===== src/rtl/serial_adder_pkg.sv =====
// rtl/serial_adder_pkg.sv - shared types and constants for the bit-serial adder
// Purpose: FSM state encoding and default operand width used by the adder,
//          its interface and the testbench.
package serial_adder_pkg;

  localparam int DEFAULT_WIDTH = 8;

  typedef enum logic [1:0] {
    IDLE = 2'b00,
    RUN  = 2'b01,
    DONE = 2'b10
  } state_t;

endpackage


===== src/rtl/serial_adder_if.sv =====
// rtl/serial_adder_if.sv - operand/result handshake bundle for the bit-serial adder
// Purpose: groups the start/operand inputs and busy/done/result outputs.
// Signals: start, a, b, cin   - driven by the operand producer (master)
//          busy, done, sum, carry - driven by the adder (slave)
interface serial_adder_if #(
  parameter int WIDTH = serial_adder_pkg::DEFAULT_WIDTH
) ();

  logic             start;
  logic [WIDTH-1:0] a;
  logic [WIDTH-1:0] b;
  logic             cin;
  logic             busy;
  logic             done;
  logic [WIDTH-1:0] sum;
  logic             carry;

  modport master (
    output start, a, b, cin,
    input  busy, done, sum, carry
  );

  modport slave (
    input  start, a, b, cin,
    output busy, done, sum, carry
  );

endinterface


===== src/rtl/fa.sv =====
// rtl/fa.sv - one-bit full-adder cell
// Purpose: combinational s = a ^ b ^ ci, co = majority(a, b, ci).
// Ports: a, b, ci (inputs); s, co (outputs).
module fa (
  input  logic a,
  input  logic b,
  input  logic ci,
  output logic s,
  output logic co
);

  assign s  = a ^ b ^ ci;
  assign co = (a & b) | (a & ci) | (b & ci);

endmodule


===== src/rtl/serial_adder.sv =====
// rtl/serial_adder.sv - bit-serial adder, one result bit per clock through a single fa cell
// Purpose: computes {carry, sum} = a + b + cin over WIDTH clocks after start.
// Ports: clk   - rising-edge clock
//        rst_n - asynchronous active-low reset
//        bus   - serial_adder_if slave: start/a/b/cin in, busy/done/sum/carry out
module serial_adder
  import serial_adder_pkg::*;
#(
  parameter int WIDTH = DEFAULT_WIDTH
) (
  input  logic          clk,
  input  logic          rst_n,
  serial_adder_if.slave bus
);

  localparam int CNT_W = $clog2(WIDTH + 1);

  state_t           state;
  logic             busy_q;
  logic             done_q;
  logic [WIDTH-1:0] sum_q;
  logic             carry_q;

  logic [WIDTH-1:0] sa;
  logic [WIDTH-1:0] sb;
  logic [WIDTH-1:0] acc;
  logic [WIDTH-1:0] acc_next;
  logic             creg;
  logic [CNT_W-1:0] cnt;

  logic             s_bit;
  logic             c_bit;
  logic             accept;
  logic             last;

  fa u_fa (
    .a  (sa[0]),
    .b  (sb[0]),
    .ci (creg),
    .s  (s_bit),
    .co (c_bit)
  );

  // New bit enters at the MSB so that after WIDTH shifts bit 0 sits at acc[0].
  // Written as shift-then-overwrite so WIDTH = 1 needs no special slice.
  always_comb begin
    acc_next            = acc >> 1;
    acc_next[WIDTH-1]   = s_bit;
  end

  // A start in DONE is accepted just like in IDLE; in RUN it is ignored.
  assign accept = bus.start && ((state == IDLE) || (state == DONE));
  assign last   = (state == RUN) && (cnt == CNT_W'(WIDTH - 1));

  // FSM with registered handshake outputs
  always_ff @(posedge clk or negedge rst_n) begin
    if (!rst_n) begin
      state  <= IDLE;
      busy_q <= 1'b0;
      done_q <= 1'b0;
    end else begin
      case (state)
        IDLE: begin
          done_q <= 1'b0;
          if (bus.start) begin
            state  <= RUN;
            busy_q <= 1'b1;
          end
        end
        RUN: begin
          if (last) begin
            state  <= DONE;
            busy_q <= 1'b0;
            done_q <= 1'b1;
          end
        end
        DONE: begin
          done_q <= 1'b0;
          if (bus.start) begin
            state  <= RUN;
            busy_q <= 1'b1;
          end else begin
            state  <= IDLE;
          end
        end
        default: begin
          state  <= IDLE;
          busy_q <= 1'b0;
          done_q <= 1'b0;
        end
      endcase
    end
  end

  // Operand shift registers, partial-sum accumulator, running carry and bit counter
  always_ff @(posedge clk or negedge rst_n) begin
    if (!rst_n) begin
      sa   <= '0;
      sb   <= '0;
      acc  <= '0;
      creg <= 1'b0;
      cnt  <= '0;
    end else if (accept) begin
      sa   <= bus.a;
      sb   <= bus.b;
      creg <= bus.cin;
      cnt  <= '0;
    end else if (state == RUN) begin
      sa   <= sa >> 1;
      sb   <= sb >> 1;
      acc  <= acc_next;
      creg <= c_bit;
      cnt  <= cnt + CNT_W'(1);
    end
  end

  // Result registers change only on the completion edge and hold otherwise
  always_ff @(posedge clk or negedge rst_n) begin
    if (!rst_n) begin
      sum_q   <= '0;
      carry_q <= 1'b0;
    end else if (last) begin
      sum_q   <= acc_next;
      carry_q <= c_bit;
    end
  end

  assign bus.busy  = busy_q;
  assign bus.done  = done_q;
  assign bus.sum   = sum_q;
  assign bus.carry = carry_q;

endmodule


===== src/flat_wrapper.sv =====
// flat-port wrapper written by rule: the top's interface ports become plain ports
module serial_adder_flat import serial_adder_pkg::*;
#(
  parameter int WIDTH = DEFAULT_WIDTH
)
  (clk, rst_n, bus_start, bus_a, bus_b, bus_cin, bus_busy, bus_done, bus_sum, bus_carry);
  serial_adder_if #(.WIDTH(WIDTH)) bus_i ();
  input  logic clk;
  input  logic rst_n;
  input wire logic [$bits(bus_i.start)-1:0] bus_start;
  input wire logic [$bits(bus_i.a)-1:0] bus_a;
  input wire logic [$bits(bus_i.b)-1:0] bus_b;
  input wire logic [$bits(bus_i.cin)-1:0] bus_cin;
  output wire logic [$bits(bus_i.busy)-1:0] bus_busy;
  output wire logic [$bits(bus_i.done)-1:0] bus_done;
  output wire logic [$bits(bus_i.sum)-1:0] bus_sum;
  output wire logic [$bits(bus_i.carry)-1:0] bus_carry;
  assign bus_i.start = bus_start;
  assign bus_i.a = bus_a;
  assign bus_i.b = bus_b;
  assign bus_i.cin = bus_cin;
  assign bus_busy = bus_i.busy;
  assign bus_done = bus_i.done;
  assign bus_sum = bus_i.sum;
  assign bus_carry = bus_i.carry;
  serial_adder #(.WIDTH(WIDTH)) u_core (.clk(clk), .rst_n(rst_n), .bus(bus_i));
endmodule

===== config.mk =====
export PLATFORM = sky130hd
export DESIGN_NAME = serial_adder_flat
export DESIGN_NICKNAME = d
export VERILOG_FILES = /design/src/rtl/serial_adder_pkg.sv /design/src/rtl/serial_adder_if.sv /design/src/rtl/fa.sv /design/src/rtl/serial_adder.sv /design/src/flat_wrapper.sv
export SDC_FILE = /design/constraint.sdc
export NUM_CORES = 1
export LEC_CHECK = 0
export ABC_AREA = 1
export ABC_CLOCK_PERIOD_IN_PS = 1100
export CAP_MARGIN = 15
export CORE_AREA = 2 2 60 73
export DETAILED_ROUTE_END_ITERATION = 12
export DIE_AREA = 0 0 62 75
export PLACE_DENSITY_LB_ADDON = 0.05
export SLEW_MARGIN = 25
export SYNTH_ARGS = -nofsm -noshare
export SYNTH_HDL_FRONTEND = slang
export SYNTH_SLANG_ARGS = --single-unit

===== constraint.sdc =====
create_clock -name clk -period 1.1 [get_ports clk]
set_clock_uncertainty 0.05 [all_clocks]
set_input_delay 0.33 -clock clk [delete_from_list [all_inputs] [get_ports clk]]
set_output_delay 0.33 -clock clk [all_outputs]
set_load 0.05 [all_outputs]

==> out/metrics.csv, run 1 <==
stage,metric,value,unit
run_status,status,finished with violations,
run_status,violated checks,setup timing,
place,Routability Congestion,0.7257,
die,Ports,31,
drt,ANT nets after route,0,
critical_path,Reg2Reg Setup Slack,-0.16,ns
synthesis,post-synthesis mux area share,0,
synthesis,yosys warns,0,
synthesis,Post-Syn Area,0.001785,mm²
global_routing,largest net degree at the start of global routing,42,
job,number of max-cap violations,0,
global_routing,vias in the first global route,1449,
synthesis,number of synthesized flops with an enable pin,0,
synthesis,dominant synthesized flop cell,dfrtp_1,
critical_path,required time of the critical path,0.72,ns
global_routing,Total GRT Usage,0.1752,
place,dpl hpwl,2358,µm
synthesis,top post-synthesis cells by count,"nand2_1 (95), dfrtp_1 (41), nand3_1 (12)",
drt,wire length per cell,13.01,µm
critical_path,Crit path buffers/inverters,1,
place,port bufs,30,
timing,fmax,791.8,MHz
min_path,worst min path class,register to register,
synthesis,"Net Count, Synth",217,
timing,fin. max-slew vios,0,
synthesis,"area leader, netlist",dfrtp_1,
clock_network,CTS tree,yes,
synthesis,Simple-Gate Fraction of Synth Area,0.3273,
synthesis,Netlist cell types,22,
critical_path,Worst path max stage delay,0.42,ns
global_routing,initial antenna violation count,0,
synthesis,"count leader, synth",nand2_1,
pwr,Pwr Density,3145,mW/mm²
timing,unrepaired setup endpoints after global routing,true,
critical_path,Critical Path Start Type,register,
clock_network,clk_lat worst skew,0.29,ns
timing,Final WS setup,-0.1629,ns
pwr,Max IR drop VDD,1.561,mV
clock_network,Max Root-Sink Buffers,2,
layout,share of cells above drive strength 1,0.4582,
synthesis,mean area per synthesized cell,9.156,µm²
drt,via count,1464,
drt,# DRC,0,
layout,"Area growth, synth to finish",56.20,%
die,Die Ht,75,µm
clock_network,clock-pin slew on the worst setup and hold paths,0.08,ns
timing,Final Setup Violations,49,
drt,Initial DRC Count,27,
synthesis,Mapped Cells,195,
critical_path,cell breakdown of the critical path,buf_12,
synthesis,Synth Area in XOR/XNOR,0.004905,
synthesis,post-synthesis compound-gate area fraction,0.01962,
synthesis,top cell type's share of synthesized area,0.5746,
critical_path,crit-path max FO,2,
global_routing,grt total ovfl,0,
critical_path,crit end category,output pin,
synthesis,"Async S/R FF share, synth",1.000,
layout,Antenna Cells,0,
drt,Pre-antenna DRT Iters,4,
synthesis,largest family of logic cells by synthesized area,simple AND/OR/NAND/NOR gates,
clock_network,CTS Root Buffer Type,clkbuf_8,
synthesis,"Seq/Total Area, Yosys",0.5746,
synthesis,Adder-Cell Fraction of Synth Area,0.01822,
critical_path,Setup CP Type,register to output pin,
synthesis,Synth Register Bits,41,
timing,pin slew with the least headroom to its limit,0.2482,ns
global_routing,global-route wire length before repair,6085,µm
timing,hold violation count in the final report,0,
timing,final worst path period share,1.148,
critical_path,CP top delay family,flip-flops,
synthesis,top post-synthesis cells by area,"dfrtp_1 (57%), nand2_1 (20%), nand3_1 (3.4%)",
die,Die W,62,µm
layout,Util after Layout,0.7133,
die,Core Rows,25,
drt,Routed WL,3968,µm
clock_network,cts bufs inserted,5,
layout,Layout Nets,272,
timing,setup TNS,-4.445,ns
clock_network,H-tree depth,2,
timing,Max transition margin,0.8341,
pwr,LEAKAGE,1.419,nW
die,die area,0.004650,mm²
drt,Via density,4.800,
die,Initial Util,0.4566,
clock_network,CTS Sinks,41,
critical_path,crit path DAT,0.88,ns
die,core area,0.003910,mm²
critical_path,slowest cell on the critical path,dfrtp_1,
timing,min cycle time layout,1.263,ns
[stage by stage]
stage | cells | hold slack [ns] | power [W] | setup WS, ns | area (µm²)
after detailed placement | 282 | 0.2656 | 0.006299 | -0.3850 | 2286
after global routing | 305 | 0.4596 | 0.009341 | -0.2222 | 2789
after global placement | 282 | 0.2655 | 0.006138 | -0.3378 | 2286
final | 305 | 0.4438 | 0.008770 | -0.1629 | 2789
after floorplan | 195 | -0.01559 | 0.004880 | -0.02943 | 1793
after CTS | 295 | 0.4377 | 0.007620 | -0.1704 | 2472
[registers in the layout, summed over array words and instances (netlist names)]
register	cells
u_core.bus.carry	1
u_core.bus.busy	1
u_core.state	2
u_core.sb	8
u_core.cnt	4
u_core.sa	8
u_core.creg	1
u_core.acc	7
u_core.bus.done	1
u_core.bus.sum	8
[what timing repair did]
item / in CTS / in global routing
gates cloned: 2 / 2
hold endpoints to repair: 41 / 0
resized for setup: 18 / 62
setup endpoints to repair: 41 / 48
hold buffers: 1 / 0
pin swaps: 7 / 17
buffers inserted: 2 / 8
[cell families (layout without fill, tap and decap cells)]
kind of cell,after synthesis,count (layout)
compound gates,7,7
xor+xnor,1,1
fa+ha+maj,2,2
buf+inv,15,71
flops,41,41
simple gates,129,129
[worst paths after layout]
kind / cells after the start / startpoint / endpoint
setup / recovery: 1 / u_core.bus.done / bus_done
hold / removal: 2 / u_core.sb[7] / u_core.sb[7]
setup reg to reg: 6 / u_core.cnt[0] / u_core.bus.sum[1]
hold reg to reg: 2 / u_core.sb[7] / u_core.sb[7]
max in group asynchronous: 3 / rst_n / u_core.sa[7]
min in group asynchronous: 3 / rst_n / u_core.bus.busy
[layer usage]
layer	up-vias	wire length (µm)	GRT usage
met5	-	0	0
met1	702	1574	0.2101
met3	10	151	0.04639
met4	0	105	0.04965
met2	37	2137	0.3044
li1	715	-	-
[cell type report]
class,instances,area [µm²]
timing repair inverter,2,20.02
timing repair buffer,52,621.8
clock inverter,1,5.005
inverter,9,51.30
fill,301,1121
clock buffer,7,96.34
sequential,41,1026
multi-input combinational,139,900.9
tap,54,67.56
[layout by cell type, fill, tap and decap left out]
master,instances
nor2_1,1
dlygate4sd3_1,1
nand2_1,65
o21ai_2,3
nand2_4,10
nand3_1,2
buf_4,11
nand3_4,1
buf_12,12
nand2_2,29
clkdlybuf4s50_1,17
clkbuf_8,7
buf_2,1
buf_6,8
xor2_1,1
ha_4,1
inv_4,2
inv_6,1
dlygate4sd2_1,1
a21oi_2,1
clkinv_2,1
inv_2,2
nand3_2,15
o21ai_0,2
inv_1,4
fa_2,1
clkinv_8,1
inv_8,1
a21oi_1,1
dfrtp_1,41
nor2_2,2
buf_8,1
nor2_4,2
nand2_8,2
[report_power, final]
group          internal [W]  leakage (nW)  total (W)  switching (W)
clock network      0.000567        0.0542    0.00108       0.000509
registers           0.00219         0.517    0.00290       0.000708
logic               0.00225         0.848    0.00479        0.00254
No activity file was read; power rests on OpenSTA's default activity.
==> run 2, diff against run 1 <==
- ABC_CLOCK_PERIOD_IN_PS: 1100 -> not set
==> results of run 2 <==
No change in the layout: final DEF, timing and power equal those of run 1.
==> RTL edit 1, RTL diff (flow settings as in run 1) <==
Reset style: synchronous (`rst_n`), changed in 3 clocked blocks. Comments in the files are not updated.
--- a/src/rtl/serial_adder.sv
+++ b/src/rtl/serial_adder.sv
@@ -53,7 +53,7 @@
   assign last   = (state == RUN) && (cnt == CNT_W'(WIDTH - 1));
 
   // FSM with registered handshake outputs
-  always_ff @(posedge clk or negedge rst_n) begin
+  always_ff @(posedge clk) begin
     if (!rst_n) begin
       state  <= IDLE;
       busy_q <= 1'b0;
@@ -93,7 +93,7 @@
   end
 
   // Operand shift registers, partial-sum accumulator, running carry and bit counter
-  always_ff @(posedge clk or negedge rst_n) begin
+  always_ff @(posedge clk) begin
     if (!rst_n) begin
       sa   <= '0;
       sb   <= '0;
@@ -115,7 +115,7 @@
   end
 
   // Result registers change only on the completion edge and hold otherwise
-  always_ff @(posedge clk or negedge rst_n) begin
+  always_ff @(posedge clk) begin
     if (!rst_n) begin
       sum_q   <= '0;
       carry_q <= 1'b0;
Behaviour: differs if rst_n is asserted again (counterexample within 4 cycles, from zero or initial values and one cycle with rst_n low); with rst_n held inactive, the same outputs for 10 cycles.
==> RTL edit 1 against run 1 <==
  * Routed wire length rose by 30%
  * The flow still finishes with violations (negative setup slack)
  * Synthesized area increased by 2.7%
  * Worst setup slack improved by 0.041 ns
  * Largest cell class is now multi-input gates
  * Via count increased by 29%
  * Critical endpoint is now u_core.bus.sum[7]$_SDFFE_PN0P_
  * Non-clock buffer count increased by 23
  * Count of clock-buffer cells in the layout shrank 2
  * Cell area grew 11%
  * Sequential cell count stayed put
Power is not compared: it rests on default switching activity, and its combinational part moved more than twofold at a synthesized area within 25%.
==> RTL edit 1: results (changes against run 1) <==
[outcome]
status=finished, violations left  ; unchanged
violations=negative setup slack  ; unchanged

[timing]
slew-limit-headroom=0.809  ; was 0.834
fin_setup_tns_ns=-2.23  ; was -4.45 ns
setup_slack_ns=-0.121  ; was -0.163 ns
setup-violations-final=41  ; was 49

[placement]
gp_congestion=0.768  ; was 0.726
place_area_um2=2500  ; was 2290 µm²
dp_hpwl_mm=2.92  ; was 2.36 mm
dp_cells=354  ; was 282

[setup_path]
startpoint=u_core.sa[0]$_SDFFE_PN0P_  ; was u_core.bus.done$_DFFE_PN0P_
worst-r2r-cell-count=5  ; was 6
critical_path_class=register to register  ; was register to primary output
r2r-end=u_core.bus.sum[7]$_SDFFE_PN0P_  ; was u_core.bus.sum[1]$_DFFE_PN0P_
worstPathArrival_ns=1.41  ; was 0.88 ns
cp_max_fo=2  ; unchanged

[yosys]
synth_common_cells=nand2_1 (50), nand3_1 (48), dfxtp_1 (41), inv_1 (30), a21oi_1 (27)  ; was nand2_1 (95), dfrtp_1 (41), nand3_1 (12), nand2_2 (9), nand3_2 (6)
synthFlopType=dfxtp_1  ; was dfrtp_1
synth_cell_types=21  ; was 22
synthArstFlopShare=0  ; was 1.00
synthesis.nets=276  ; was 217
synth.area.top_cells=dfxtp_1 (45%), nand3_1 (13%), nand2_1 (10%)  ; was dfrtp_1 (57%), nand2_1 (20%), nand3_1 (3.4%)
synth_xor_area_frac=0  ; was 0.00491
synth_fa_ha_area_frac=0.0177  ; was 0.0182
yosysSeqAreaShare=0.447  ; was 0.575
synth_compound_gate_area_share=0.0955  ; was 0.0196

[min_path]
worstHoldEndpoint=u_core.acc[2]$_SDFFE_PN0P_  ; was u_core.sb[7]$_DFFE_PN0P_
hp-start=u_core.acc[2]$_SDFFE_PN0P_  ; was u_core.sb[7]$_DFFE_PN0P_
min_path_type=register to register  ; unchanged

[detailed_routing]
wl_per_cell_um=13.7  ; was 13.0 µm
avgViaCountPerCell=5.02  ; was 4.80
dr.pass1.iters=4  ; unchanged
dr.first_iter.drc_count=83  ; was 27

[global_routing]
grt_max_degree=21  ; was 42
grt_pass1_vias=1621  ; was 1,449
grt_pass1_wl_mm=7.09  ; was 6.09 mm

[finish]
fillCellCount=270  ; was 301
layout.nets=344  ; was 272
drive_gt1_frac=0.446  ; was 0.458
finalNonFillerCells=377  ; was 305

[cts]
cts_root_buffer=clkbuf_8  ; unchanged

## RTL edit 1: cell type report
cell class | count | area share
tap | 54 | 0.0218
clock inverter | 3 | 0.00565
timing repair buffer | 75 | 0.289
multi-input combinational | 167 | 0.346
inverter | 32 | 0.0432
sequential | 41 | 0.273
clock buffer | 5 | 0.0222
## RTL edit 1: worst max-delay path, cell delays in order, from the launching register on
cell and delay, ns:
dfxtp_2 0.34, fa_2 0.56, inv_2 0.04, nand2_1 0.06, nand2_1 0.04, nor2_1 0.07
## RTL edit 1: timing repair
action	4_1_cts	5_1_grt
gates cloned	1	3
setup endpoints to repair	46	50
buffers inserted	6	6
hold buffers	0	0
endpoints found under the hold margin	0	0
resized for setup	49	63
pin swaps	20	21
## RTL edit 1: routing by layer
layer | part of all wire | up-vias | GRT usage
li1 | - | 950 | -
met1 | 0.39 | 877 | 0.248
met4 | 0.030 | 0 | 0.102
met5 | 0 | - | 0
met2 | 0.54 | 53 | 0.340
met3 | 0.040 | 13 | 0.0498
==> RTL edit 2, RTL diff (config.mk and constraints of run 1) <==
Without the edit above. The package constant `DEFAULT_WIDTH` goes from 8 to 4.
--- a/src/rtl/serial_adder_pkg.sv
+++ b/src/rtl/serial_adder_pkg.sv
@@ -3,7 +3,7 @@
 //          its interface and the testbench.
 package serial_adder_pkg;
 
-  localparam int DEFAULT_WIDTH = 8;
+  localparam int DEFAULT_WIDTH = 4;
 
   typedef enum logic [1:0] {
     IDLE = 2'b00,
Interface: changed (resized bus_a, bus_b and bus_sum); port bits go from 31 to 19. No check against the original RTL was run, so the function may have changed too.
==> RTL edit 2 against run 1 <==
  * The run still ends with negative setup slack left
  * Via count is 38% lower
  * Sequential share of layout area shrank 2.7 points
  * Routed wire length down 38%
  * Cell area decreased by 37%
  * Non-clock buffer count decreased by 11
  * Power down 34%
  * Sequential cell count is 17 lower
  * Worst setup slack got worse by 0.0023 ns
  * Synthesized area is 41% lower
  * Final cell count fell by 28%
  * Critical path type is now register to register
  * Critical endpoint is now u_core.acc[3]$_DFFE_PN0P_
  * Largest cell class unchanged
  * Largest power group unchanged
==> RTL edit 2: results (changes against run 1) <==
[outcome]
status=finished, violations left  ; unchanged
violations=negative setup slack  ; unchanged

[placement]
gp_congestion=0.672  ; was 0.726
place_area_um2=1540  ; was 2290 µm²
pre_cts_ws_ns=-0.428  ; was -0.385 ns
port_buffers=18  ; was 30
dp_cells=210  ; was 282
dp_hpwl_mm=1.73  ; was 2.36 mm

[pwr]
ir_worst_vdd_uv=1140  ; was 1560 µV
switchingPower_mw=2.31  ; was 3.76 mW
p_comb_mw=3.34  ; was 4.79 mW
p_leak_nw=0.875  ; was 1.42 nW
finalPower_mw=5.75  ; was 8.77 mW
power_frac_seq=0.281  ; was 0.331

[yosys]
synthArstFlopShare=1.00  ; unchanged
synth_common_cells=nand2_1 (45), dfrtp_1 (24), inv_1 (14), nand3_1 (12), o21ai_0 (9)  ; was nand2_1 (95), dfrtp_1 (41), nand3_1 (12), nand2_2 (9), nand3_2 (6)
synth.area.top_cells=dfrtp_1 (57%), nand2_1 (16%), nand3_1 (5.7%)  ; was dfrtp_1 (57%), nand2_1 (20%), nand3_1 (3.4%)
ys_warn_count=0  ; unchanged
postSynthCellCount=121  ; was 195
yosysSeqAreaShare=0.565  ; was 0.575
synth_cell_types=14  ; was 22
synthesis.nets=136  ; was 217

[global_routing]
grt_pass1_wl_mm=4.17  ; was 6.09 mm
antenna_found_initial=0  ; unchanged
grt_usage=0.124  ; was 0.175
grt_pass1_vias=898  ; was 1,449
grt_max_degree=25  ; was 42

[detailed_routing]
drcViolationCount=0  ; unchanged
ant_nets=0  ; unchanged
routed_wl_mm=2.47  ; was 3.97 mm
dr.pass1.iters=2  ; was 4
avgViaCountPerCell=4.13  ; was 4.80
dr.first_iter.drc_count=16  ; was 27
wl_per_cell_um=11.2  ; was 13.0 µm

[finish]
drive_gt1_frac=0.367  ; was 0.458
n_antenna_cell=0  ; unchanged
layout.nets=182  ; was 272

[timing]
setup-violations-final=18  ; was 49
slew-limit-headroom=0.865  ; was 0.834
fin_setup_tns_ns=-1.69  ; was -4.45 ns
setup_slack_ns=-0.165  ; was -0.163 ns

[setup_path]
worstPathArrival_ns=1.42  ; was 0.88 ns
cp_max_fo=2  ; unchanged
slowest_stage=fa_2  ; was dfrtp_1
critPathTopFamily=adder cells  ; was flip-flops
max_stage_delay_ns=0.58  ; was 0.42 ns

[cts]
cts_buffer_depth=2  ; unchanged
cts_root_buffer=clkbuf_8  ; unchanged
clkTransAtPathRegs_ns=0.10  ; was 0.08 ns
htree_levels=1  ; was 2
clk_latency_ns=0.28
cts_buffers=3  ; was 5

[min_path]
min_path_type=primary input to async pin  ; was register to register

-- RTL edit 2: logic make-up after synthesis --
kind of cell             after synthesis  synth area share
flip-flops                            24             0.565
buffers and inverters                 18            0.0671
adder cells (fa/ha/maj)                3            0.0424
AND/OR/NAND/NOR                       66             0.278
AO/OA/AOI/OAI                         10            0.0471
-- RTL edit 2: per-layer routing --
layer  vias up  routed length (µm)  global-route usage
li1        464                   -                   -
met2        16                1290               0.206
met5         -                   0                   0
met1       424                1050               0.153
met4         0                  46              0.0567
met3         5                  89              0.0241
-- RTL edit 2: cell type report --
type | count | area (µm²)
multi-input combinational | 80 | 485
sequential | 24 | 602
fill | 395 | 2140
tap | 54 | 67.6
clock inverter | 1 | 30.0
clock buffer | 3 | 41.3
timing repair buffer | 41 | 465
inverter | 17 | 76.3
-- RTL edit 2: path summary, 6_finish.rpt --
kind / slack [ns] / cells after the start / endpoint / start
worst max-delay path: -0.17 / 3 / u_core.acc[3]$_DFFE_PN0P_ / u_core.creg$_DFFE_PN0P_
worst min register to register: 0.43 / 2 / u_core.sb[3]$_DFFE_PN0P_ / u_core.sb[3]$_DFFE_PN0P_
min in group clk: 0.43 / 2 / u_core.sb[3]$_DFFE_PN0P_ / u_core.sb[3]$_DFFE_PN0P_
worst max register to register: -0.17 / 3 / u_core.acc[3]$_DFFE_PN0P_ / u_core.creg$_DFFE_PN0P_
worst min-delay path: 0.34 / 2 / u_core.bus.sum[1]$_DFFE_PN0P_ / rst_n
max in group asynchronous: 0.50 / 2 / u_core.state[0]$_DFFE_PN0P_ / rst_n
-- RTL edit 2: repair_timing --
item,in CTS,in global routing
setup endpoints to repair,28,30
cloned,1,0
buffers inserted,2,4
gates resized for setup,17,18
pin swaps,13,11
